==> config.mk <==
export PLATFORM = sky130hd
export DESIGN_NAME = btb_update_arb
export DESIGN_NICKNAME = d
export VERILOG_FILES = /design/src/rtl/btb_update_arb.sv
export SDC_FILE = /design/constraint.sdc
export NUM_CORES = 1
export LEC_CHECK = 0
export ABC_CLOCK_PERIOD_IN_PS = 5100
export BUFFER_PORTS_ARGS = -buffer_cell sky130_fd_sc_hd__buf_4
export CAP_MARGIN = 15
export CORE_MARGIN = 2
export CORE_UTILIZATION = 30
export CTS_BUF_LIST = sky130_fd_sc_hd__clkbuf_2 sky130_fd_sc_hd__clkbuf_4 sky130_fd_sc_hd__clkbuf_8
export CTS_CLUSTER_DIAMETER = 30
export CTS_CLUSTER_SIZE = 12
export DETAILED_ROUTE_END_ITERATION = 8
export SETUP_SLACK_MARGIN = 0.15
export SKIP_LAST_GASP = 1
export SYNTH_ARGS = -nofsm -noshare
export SYNTH_HDL_FRONTEND = slang
export SYNTH_SLANG_ARGS = --single-unit
==> constraint.sdc <==
create_clock -name CLK -period 5.1 [get_ports CLK]
set_input_delay 1.02 -clock CLK [delete_from_list [all_inputs] [get_ports CLK]]
set_output_delay 1.02 -clock CLK [all_outputs]
set_load 0.01 [all_outputs]
==> src/rtl/btb_update_arb.sv <==
// btb_update_arb: merges branch-resolution updates from two requesters into a
// single BTB write port. Each requester owns a small FIFO; heads are granted
// round-robin and written one per cycle through registered outputs.
// Optional feature macro: BTB_INVAL_EN adds a drain-then-sweep invalidate
// sequence (RUN -> DRAIN -> SWEEP -> RUN) driven by inval_req.
module btb_update_arb #(
   parameter int unsigned DEPTH = 2,
   parameter int unsigned NENT  = 4
) (
   input  logic                    CLK,
   input  logic                    nRST,
   input  logic [1:0]              upd_valid,
   output logic [1:0]              upd_ready,
   input  logic [31:0]             upd_pc0,
   input  logic [31:0]             upd_pc1,
   input  logic [31:0]             upd_target0,
   input  logic [31:0]             upd_target1,
   input  logic [1:0]              upd_taken,
   output logic                    WEN,
   output logic [31:0]             pc_w,
   output logic [31:0]             target_w,
   output logic                    taken_w,
   input  logic                    inval_req,
   output logic                    inv_en,
   output logic [$clog2(NENT)-1:0] inv_idx,
   output logic                    busy
);

   localparam int unsigned PW = (DEPTH > 1) ? $clog2(DEPTH) : 1;
   localparam int unsigned CW = PW + 1;
   localparam int unsigned IW = $clog2(NENT);

   localparam logic [1:0] S_RUN   = 2'd0;
   localparam logic [1:0] S_SWEEP = 2'd2;

   typedef struct packed {
      logic [31:0] pc;
      logic [31:0] target;
      logic        taken;
   } upd_t;

   upd_t          mem_q    [2][DEPTH];
   upd_t          in_c     [2];
   logic [PW-1:0] wr_ptr_q [2];
   logic [PW-1:0] wr_ptr_d [2];
   logic [PW-1:0] rd_ptr_q [2];
   logic [PW-1:0] rd_ptr_d [2];
   logic [CW-1:0] cnt_q    [2];
   logic [CW-1:0] cnt_d    [2];
   logic [1:0]    state_q, state_d;
   logic          last_q, last_d;
   logic          wen_q, wen_d;
   upd_t          wr_q, wr_d;
   upd_t          head;
   logic [1:0]    push, pop, nonempty, full;
   logic          grant;

   // Input payload packing and per-FIFO status
   always_comb begin
      in_c[0] = '{pc: upd_pc0, target: upd_target0, taken: upd_taken[0]};
      in_c[1] = '{pc: upd_pc1, target: upd_target1, taken: upd_taken[1]};
      nonempty = '0;
      full     = '0;
      for (int r = 0; r < 2; r++) begin
         nonempty[r] = (cnt_q[r] != '0);
         full[r]     = (cnt_q[r] == CW'(DEPTH));
      end
   end

   // Accept only in RUN with room; forced low while reset is asserted
   always_comb begin
      upd_ready = '0;
      if (nRST && (state_q == S_RUN)) upd_ready = ~full;
   end

   // Round-robin grant, pointer/occupancy next-state and write payload
   always_comb begin
      push  = upd_valid & upd_ready;
      pop   = '0;
      grant = 1'b0;
      if ((state_q != S_SWEEP) && (|nonempty)) begin
         grant      = (&nonempty) ? ~last_q : nonempty[1];
         pop[grant] = 1'b1;
      end
      head   = mem_q[grant][rd_ptr_q[grant]];
      last_d = (|pop) ? grant : last_q;
      wen_d  = |pop;
      wr_d   = (|pop) ? head : wr_q;
      for (int r = 0; r < 2; r++) begin
         wr_ptr_d[r] = wr_ptr_q[r] + PW'(push[r]);
         rd_ptr_d[r] = rd_ptr_q[r] + PW'(pop[r]);
         cnt_d[r]    = cnt_q[r] + CW'(push[r]) - CW'(pop[r]);
      end
   end

   // FIFO storage; contents need no reset since occupancy gates every read
   always_ff @(posedge CLK) begin
      for (int r = 0; r < 2; r++) begin
         if (push[r]) mem_q[r][wr_ptr_q[r]] <= in_c[r];
      end
   end

   // Control and output registers
   always_ff @(posedge CLK or negedge nRST) begin
      if (!nRST) begin
         for (int r = 0; r < 2; r++) begin
            wr_ptr_q[r] <= '0;
            rd_ptr_q[r] <= '0;
            cnt_q[r]    <= '0;
         end
         state_q <= S_RUN;
         last_q  <= 1'b1;
         wen_q   <= 1'b0;
         wr_q    <= '0;
      end else begin
         for (int r = 0; r < 2; r++) begin
            wr_ptr_q[r] <= wr_ptr_d[r];
            rd_ptr_q[r] <= rd_ptr_d[r];
            cnt_q[r]    <= cnt_d[r];
         end
         state_q <= state_d;
         last_q  <= last_d;
         wen_q   <= wen_d;
         wr_q    <= wr_d;
      end
   end

   assign WEN      = wen_q;
   assign pc_w     = wr_q.pc;
   assign target_w = wr_q.target;
   assign taken_w  = wr_q.taken;

`ifdef BTB_INVAL_EN
   localparam logic [1:0] S_DRAIN = 2'd1;

   logic [IW-1:0] idx_q, idx_d;
   logic          inv_en_q, inv_en_d;
   logic          busy_q, busy_d;

   // Invalidate sequencing: wait for both FIFOs to empty, then sweep every entry
   always_comb begin
      state_d  = state_q;
      idx_d    = idx_q;
      inv_en_d = 1'b0;
      case (state_q)
         S_RUN: begin
            if (inval_req) state_d = S_DRAIN;
         end
         S_DRAIN: begin
            if (!(|nonempty)) begin
               state_d  = S_SWEEP;
               idx_d    = '0;
               inv_en_d = 1'b1;
            end
         end
         S_SWEEP: begin
            if (idx_q == IW'(NENT - 1)) begin
               state_d = S_RUN;
               idx_d   = '0;
            end else begin
               idx_d    = idx_q + IW'(1);
               inv_en_d = 1'b1;
            end
         end
         default: state_d = S_RUN;
      endcase
      busy_d = (state_d != S_RUN);
   end

   // Sweep output registers
   always_ff @(posedge CLK or negedge nRST) begin
      if (!nRST) begin
         idx_q    <= '0;
         inv_en_q <= 1'b0;
         busy_q   <= 1'b0;
      end else begin
         idx_q    <= idx_d;
         inv_en_q <= inv_en_d;
         busy_q   <= busy_d;
      end
   end

   assign inv_en  = inv_en_q;
   assign inv_idx = idx_q;
   assign busy    = busy_q;
`else
   logic unused_inval;

   // Without the invalidate feature the arbiter never leaves RUN
   always_comb begin
      state_d = state_q;
   end

   assign unused_inval = inval_req;
   assign inv_en       = 1'b0;
   assign inv_idx      = '0;
   assign busy         = 1'b0;
`endif

endmodule

==> impl_metrics.tcl, run 1 <==
set metrics [dict create \
    fin_crit_ns 2.95 \
    use_met2_pct 24.3 \
    comb_power_share_pct 27.5 \
    dpl.hpwl_mm 17.5 \
    cts_hold_buf 0 \
    syn2layout_area_growth_pct 30.8 \
    maxSlewHeadroom_pct 23.5 \
    vdd_ir_drop_max_v 0.000456 \
    ys_top_cells_by_area "edfxtp_1, dfrtp_1, mux2i_1, o221a_1, nand3_1" \
    synth_cells 753 \
    critPathKind "primary input to output pin" \
    yosys.area.top_type "edfxtp_1" \
    cts.sinks 335 \
    hold_class "primary input to async pin" \
    rsz0062_at_grt "false" \
    ios 207 \
    cp-end-kind "output pin" \
    grtUsageMet1_pct 17.0 \
    drt-initial-drc-count 348 \
    top_usage_layer "met2" \
    ctsHtreeMaxLevel 3 \
    cp_common_cell "buf_4" \
    crit_chain "buf_4 > a21boi_0 > buf_4" \
    final-seq-area_mm2 0.00969 \
    synth-edff-count 260 \
    cts_setup_buffers 0 \
    drc 0 \
    r2r_slack_ns 2.45 \
    grt_pass1_wl_mm 46.8 \
    cts_resized 0 \
    finalHoldViolCount 0 \
    clock.fmax_ghz 0.338 \
    p_seq_share_pct 38.2 \
    die_h_um 211 \
    cts_buffer_depth 3 \
    coreArea_mm2 0.0421 \
    critPathTopFamily "buffers and inverters" \
    syn_area_per_cell_um2 17.1 \
    synth_cell_types 24 \
    multi_input_area_mm2 0.00292 \
    p_int_mw 7.30 \
    rr_worst_depth 8 \
    vias_per_cell 4.64 \
    power-per-cell-area_mw_per_mm2 632 \
    antenna_left 0 \
    crit_fanout 25 \
    yosys_warnings 0 \
    switching_share_pct 31.4 \
    leakage_nw 6.67 \
    cts_buffers 84 \
    critPathArrivalTime_ns 1.93 \
    gp_congestion 0.682 \
    cpPeakStageDelay_ns 0.37 \
    start_util_pct 30.6 \
    via_count 7450 \
    cp-start-kind "primary input" \
    p_switching_mw 3.34 \
    first_pass_iters 6 \
    fin_skew_ns 0.0278 \
    die_w_um 211 \
    setup_viol 0 \
    p_clk_share_pct 34.4 \
    critPathRequiredTime_ns 4.08 \
    netlist_top_cells_count "edfxtp_1, mux2i_1, dfrtp_1" \
    synthDominantCellAreaShare_pct 60.7 \
    met3_usage_pct 4.56 \
    fillCellCount 3868 \
    synth_top_flop_cell "edfxtp_1" \
    fin_nets 1139 \
    track_usage_pct 14.4 \
    worst_path_max_delay_cell "a21boi_0" \
    cts_root_buf "clkbuf_8" \
    cp.buffers_inverters 2 \
    clk_pin_slew_worst_paths_ns 0.05 \
    wl_per_cell_um 19.7 \
    drive_above_1_share_pct 35.3 \
    worstReg2RegStart "cnt_q[3]" \
    worst_pin_slew_ns 1.15 \
    clkLatencyLatePin_ns 0.64 \
    cts_tree "yes" \
    die-area_mm2 0.0446 \
    finalCritPeriodShare_pct 57.9 \
    grt_max_degree 90 \
    setup_tns_ns 0 \
    wl_mm 31.6 \
    finalPower_mw 10.6 \
    r2r-end "cnt_q[3]" \
    synth_seq_cells 335 \
    drv_cap 0 \
    drv_slew 0 \
    grt_pass1_vias 7907 \
    synth_area_mm2 0.0129 \
    hold_ws_ns 0.302 \
    port_buffers 201 \
    synthArstFlopShare_pct 22.4 \
    yosysMostFrequentCell "edfxtp_1" \
    antenna_found_initial 3 \
    yosysSeqAreaShare_pct 75.2 \
    grt_overflow 0 \
    rows 75 \
    status "complete, no violations" \
]
[layout make-up]
type | instances | share of cell area, %
Tap cell | 539 | 4.01
Multi-Input combinational cell | 355 | 17.3
Clock inverter | 50 | 3.36
Antenna cell | 2 | 0.0297
Sequential cell | 335 | 57.6
Timing Repair Buffer | 212 | 9.45
Clock buffer | 106 | 8.07
Inverter | 8 | 0.178
[cell families after synthesis]
group / count (synthesis) / synth area share, %
AO/OA/AOI/OAI: 70 / 5.96
multiplexers: 130 / 10.1
AND/OR/NAND/NOR: 137 / 4.73
buffers and inverters: 66 / 2.74
adder cells (fa/ha/maj): 8 / 0.778
other: 1 / 0.0291
XOR/XNOR: 6 / 0.408
flip-flops: 335 / 75.2
[per-stage QoR]
stage	utilization (%)	area (µm²)	setup WS (ns)	cells
6_report	40.0	16800	2.15	1607
5_1_grt	39.9	16800	2.02	1606
4_1_cts	39.9	16800	2.11	1605
3_5_place_dp	35.4	14900	1.66	1449
3_3_place_gp	35.4	14900	1.69	1449
2_1_floorplan	-	12900	1.46	756
[power by group through the flow]
| stage | sequential, mW | combinational (mW) | clock, mW |
|---|---|---|---|
| floorplan | 3.97 | 1.94 | 0 |
| global placement | 4.11 | 2.94 | 0 |
| detailed placement | 4.12 | 3.00 | 0 |
| CTS | 4.08 | 3.00 | 3.75 |
| global route | 4.14 | 3.21 | 3.90 |
| finish | 4.06 | 2.92 | 3.66 |
[worst max path at each step]
stage / start / endpoint / slack (ns) / depth (start not counted)
after floorplan: nRST / mem_q[0][0] / 1.46 / 3
after global placement: nRST / mem_q[1][71] / 1.69 / 4
after detailed placement: nRST / mem_q[1][1] / 1.66 / 4
after CTS: nRST / upd_ready[1] / 2.11 / 3
after global routing: nRST / upd_ready[1] / 2.02 / 3
final: nRST / upd_ready[1] / 2.15 / 3
[placed cells by master, fill, tap and decap left out, drive strengths merged, types with 2 or more instances in the layout]
cell and count:
a21boi 3, and2 3, buf 212, bufinv 11, clkbuf 106, clkinv 26
clkinvlp 10, conb 4, dfrtp 74, diode 2, edfxtp 260, ha 8
inv 11, mux2i 130, nand2 67, nand3 65, o221a 65, xnor2 4
xor2 2
[registers in the layout, summed over array words and instances, names as in the netlist]
name      cells
mem_q       260
taken_w       1
last_q        1
WEN           1
pc_w         32
rd_ptr_q      2
wr_ptr_q      2
cnt_q         4
target_w     32
[worst register-to-register path, stage by stage (launching register included)]
cell	delay [ns]
dfrtp_1	0.45
o21ai_4	0.18
buf_4	0.74
a21boi_0	0.31
ha_1	0.37
inv_1	0.04
ha_1	0.18
xnor2_1	0.18
xnor2_1	0.14
[layer usage]
layer  vias up  routed length, µm  part of all wire (%)
met5         -                 27                 0.086
met4         4                790                   2.5
met3        67               1720                   5.4
met2       206              15700                    50
met1      3741              13300                    42
li1       3432                  -                     -
Power figures use the tool's default switching activity.
==> run 2, diff against run 1 <==
- ABC_AREA: not set -> 1
- ABC_CLOCK_PERIOD_IN_PS: 5100 -> 2500
- clock period: 5.1 -> 2.5 ns (I/O delays scaled with it)
==> run 2 against run 1 <==
Register-to-register slack lost 2.1 ns. First-iteration DRC count grew 55%. Non-clock buffer count grew 55. Critical endpoint is now pc_w[16].
==> impl_metrics.tcl, run 2 <==
set metrics [dict create \
    yosys_warnings 0 \
    cp-end-kind "flip-flop" \
    grt_max_degree 131 \
    finalCritPeriodShare_pct 86.0 \
    fin_nets 1724 \
    final_common_cell "nand2_1" \
    cp-start-kind "flip-flop" \
    fin_skew_ns 0.0269 \
    power-per-cell-area_mw_per_mm2 1330 \
    ys_top_cells_by_area "edfxtp_1, nand2_1, dfrtp_1, nand3_1, inv_1" \
    cts.sinks 335 \
    synth_top_flop_cell "edfxtp_1" \
    coreArea_mm2 0.0456 \
    drv_cap 0 \
    switching_share_pct 38.0 \
    cts_root_buf "clkbuf_8" \
    p_switching_mw 9.41 \
    rows 78 \
    clock.fmax_ghz 0.465 \
    synth_seq_cells 335 \
    die_h_um 219 \
    p_seq_share_pct 31.7 \
    syn_area_per_cell_um2 10.7 \
    clkLatencyLatePin_ns 0.62 \
    yosys.area.top_type "edfxtp_1" \
    place_area_mm2 0.0163 \
    p_int_mw 15.4 \
    crit_end "pc_w[16]" \
    r2r-end "pc_w[16]" \
    critPathArrivalTime_ns 2.65 \
    die-area_mm2 0.0481 \
    finalPower_mw 24.8 \
    critPathKind "flip-flop to flip-flop" \
    vdd_ir_drop_max_v 0.00125 \
    cts_buffers 82 \
    first_pass_iters 5 \
    design_area_mm2 0.0186 \
    setup_viol 0 \
    synth_cell_types 20 \
    yosysMostFrequentCell "nand2_1" \
    status "complete, no violations" \
    syn2layout_area_growth_pct 33.7 \
    final_core_util_pct 40.9 \
    track_usage_pct 15.3 \
    grt_pass1_vias 9670 \
    critPathLaunch "cnt_q[1]" \
    maxSlewHeadroom_pct 50.8 \
    antenna_left 0 \
    rr_worst_depth 9 \
    worstReg2RegStart "cnt_q[1]" \
    final_cell_mix "nand2_1, edfxtp_1, buf_4, inv_1, nand3_1" \
    setup_tns_ns 0 \
    vias_per_cell 4.36 \
    synthArstFlopShare_pct 22.4 \
    gp_congestion 0.755 \
    cts_setup_buffers 0 \
    grt_overflow 0 \
    ios 207 \
    crit_fanout 32 \
    critPathRequiredTime_ns 3.00 \
    dpl.hpwl_mm 21.0 \
    start_util_pct 30.5 \
    yosysSeqAreaShare_pct 69.6 \
    port_buffers 201 \
    comb_power_share_pct 37.9 \
    cts_buffer_depth 3 \
    r2r_slack_ns 0.35 \
    antenna_found_initial 0 \
    wl_per_cell_um 16.2 \
    drive_above_1_share_pct 23.2 \
    synthDominantCellAreaShare_pct 56.1 \
    largest_reg_flops 260 \
    clk_pin_slew_worst_paths_ns 0.06 \
    ctsHtreeMaxLevel 3 \
    finalHoldViolCount 0 \
    hold_class "primary input to flip-flop" \
    grt_pass1_wl_mm 55.0 \
    fin_crit_ns 2.15 \
    synth_area_mm2 0.0139 \
    wl_mm 36.4 \
    netlist_top_cells_count "nand2_1, edfxtp_1, inv_1" \
    via_count 9806 \
    drv_slew 0 \
    worst_pin_slew_ns 0.737 \
    cts_tree "yes" \
    synth-edff-count 260 \
    drt-initial-drc-count 538 \
    hold_ws_ns 0.0755 \
    die_w_um 219 \
    rsz0062_at_grt "false" \
    p_clk_share_pct 30.3 \
    drc 0 \
    synth_cells 1301 \
    leakage_nw 8.33 \
]
-- run 2: cell count changes after synthesis, moves of 14 or more --
| cell | previous run | this run |
|---|---|---|
| inv_1 | 8 | 144 |
| nand3_1 | 65 | 130 |
| o221a_1 | 59 | 0 |
| buf_2 | 18 | 32 |
| nand3b_1 | 0 | 66 |
| mux2i_1 | 130 | 0 |
| nand2_1 | 67 | 529 |
-- run 2: how the worst min path moves through the flow --
stage | slack [ns] | endpoint | start | cells past startpoint
floorplan | 0.20 | WEN | nRST | 0
global placement | 0.45 | rd_ptr_q[0] | rd_ptr_q[0] | 2
detailed placement | 0.47 | pc_w[15] | pc_w[15] | 2
CTS | 0.0002 | mem_q[1][51] | upd_pc1[18] | 1
global route | 0.01 | mem_q[0][73] | upd_target0[7] | 1
finish | 0.08 | mem_q[1][50] | upd_pc1[17] | 1
-- run 2: layout make-up --
cell class | instances | area, µm²
antenna | 1 | 2.50
clock buffer | 90 | 1230
clock inverter | 62 | 711
fill | 4330 | 27000
inverter | 146 | 553
multi-input combinational | 749 | 3400
sequential | 335 | 9690
tap | 600 | 751
timing repair buffer | 267 | 2290
-- run 2: worst max-delay path, cell delays in order, from the launching register on --
cell and delay [ns]:
dfrtp_1 0.40, nor2_1 0.31, inv_4 0.09, nand2_4 0.25, nand2_1 0.14, nand2_4 0.10, buf_4 0.43, nand2_1 0.11
nand3_1 0.13, nand2_1 0.06
-- run 2: kinds of logic after synthesis --
| group | count (synthesis) | synth area share [%] |
|---|---|---|
| AOI/OAI and AO/OA | 3 | 0.135 |
| xor gates and xnor gates | 5 | 0.315 |
| adders and majority gates | 8 | 0.719 |
| buffers and inverters | 220 | 6.62 |
| DFF | 335 | 69.6 |
| other | 1 | 0.0269 |
| and+or+nand+nor | 729 | 22.6 |
-- run 2: power groups by stage --
stage	clock [mW]	combinational [mW]	sequential, mW
2_1_floorplan	0	5.89	8.15
5_1_grt	8.00	10.6	7.98
4_1_cts	7.71	9.60	7.88
3_3_place_gp	0	9.33	7.93
6_report	7.51	9.40	7.86
3_5_place_dp	0	9.48	7.96
-- run 2: metrics by stage --
step | std cells | setup WS (ns)
after floorplan | 1304 | -0.480
after global placement | 2055 | 0.325
after detailed placement | 2055 | 0.324
after CTS | 2249 | 0.281
after global routing | 2249 | 0.179
final | 2250 | 0.350
-- run 2: timing repair --
action,4_1_cts,5_1_grt
gates resized for setup,0,1
hold buffers,42,0
endpoints found under the setup margin,0,1
endpoints found under the hold margin,78,0
-- run 2: routing by layer --
layer,GRT usage [%],part of all wire (%)
met1,19.1,43
met2,25.9,50
met3,3.17,4.8
met4,6.10,2.0
met5,0,0
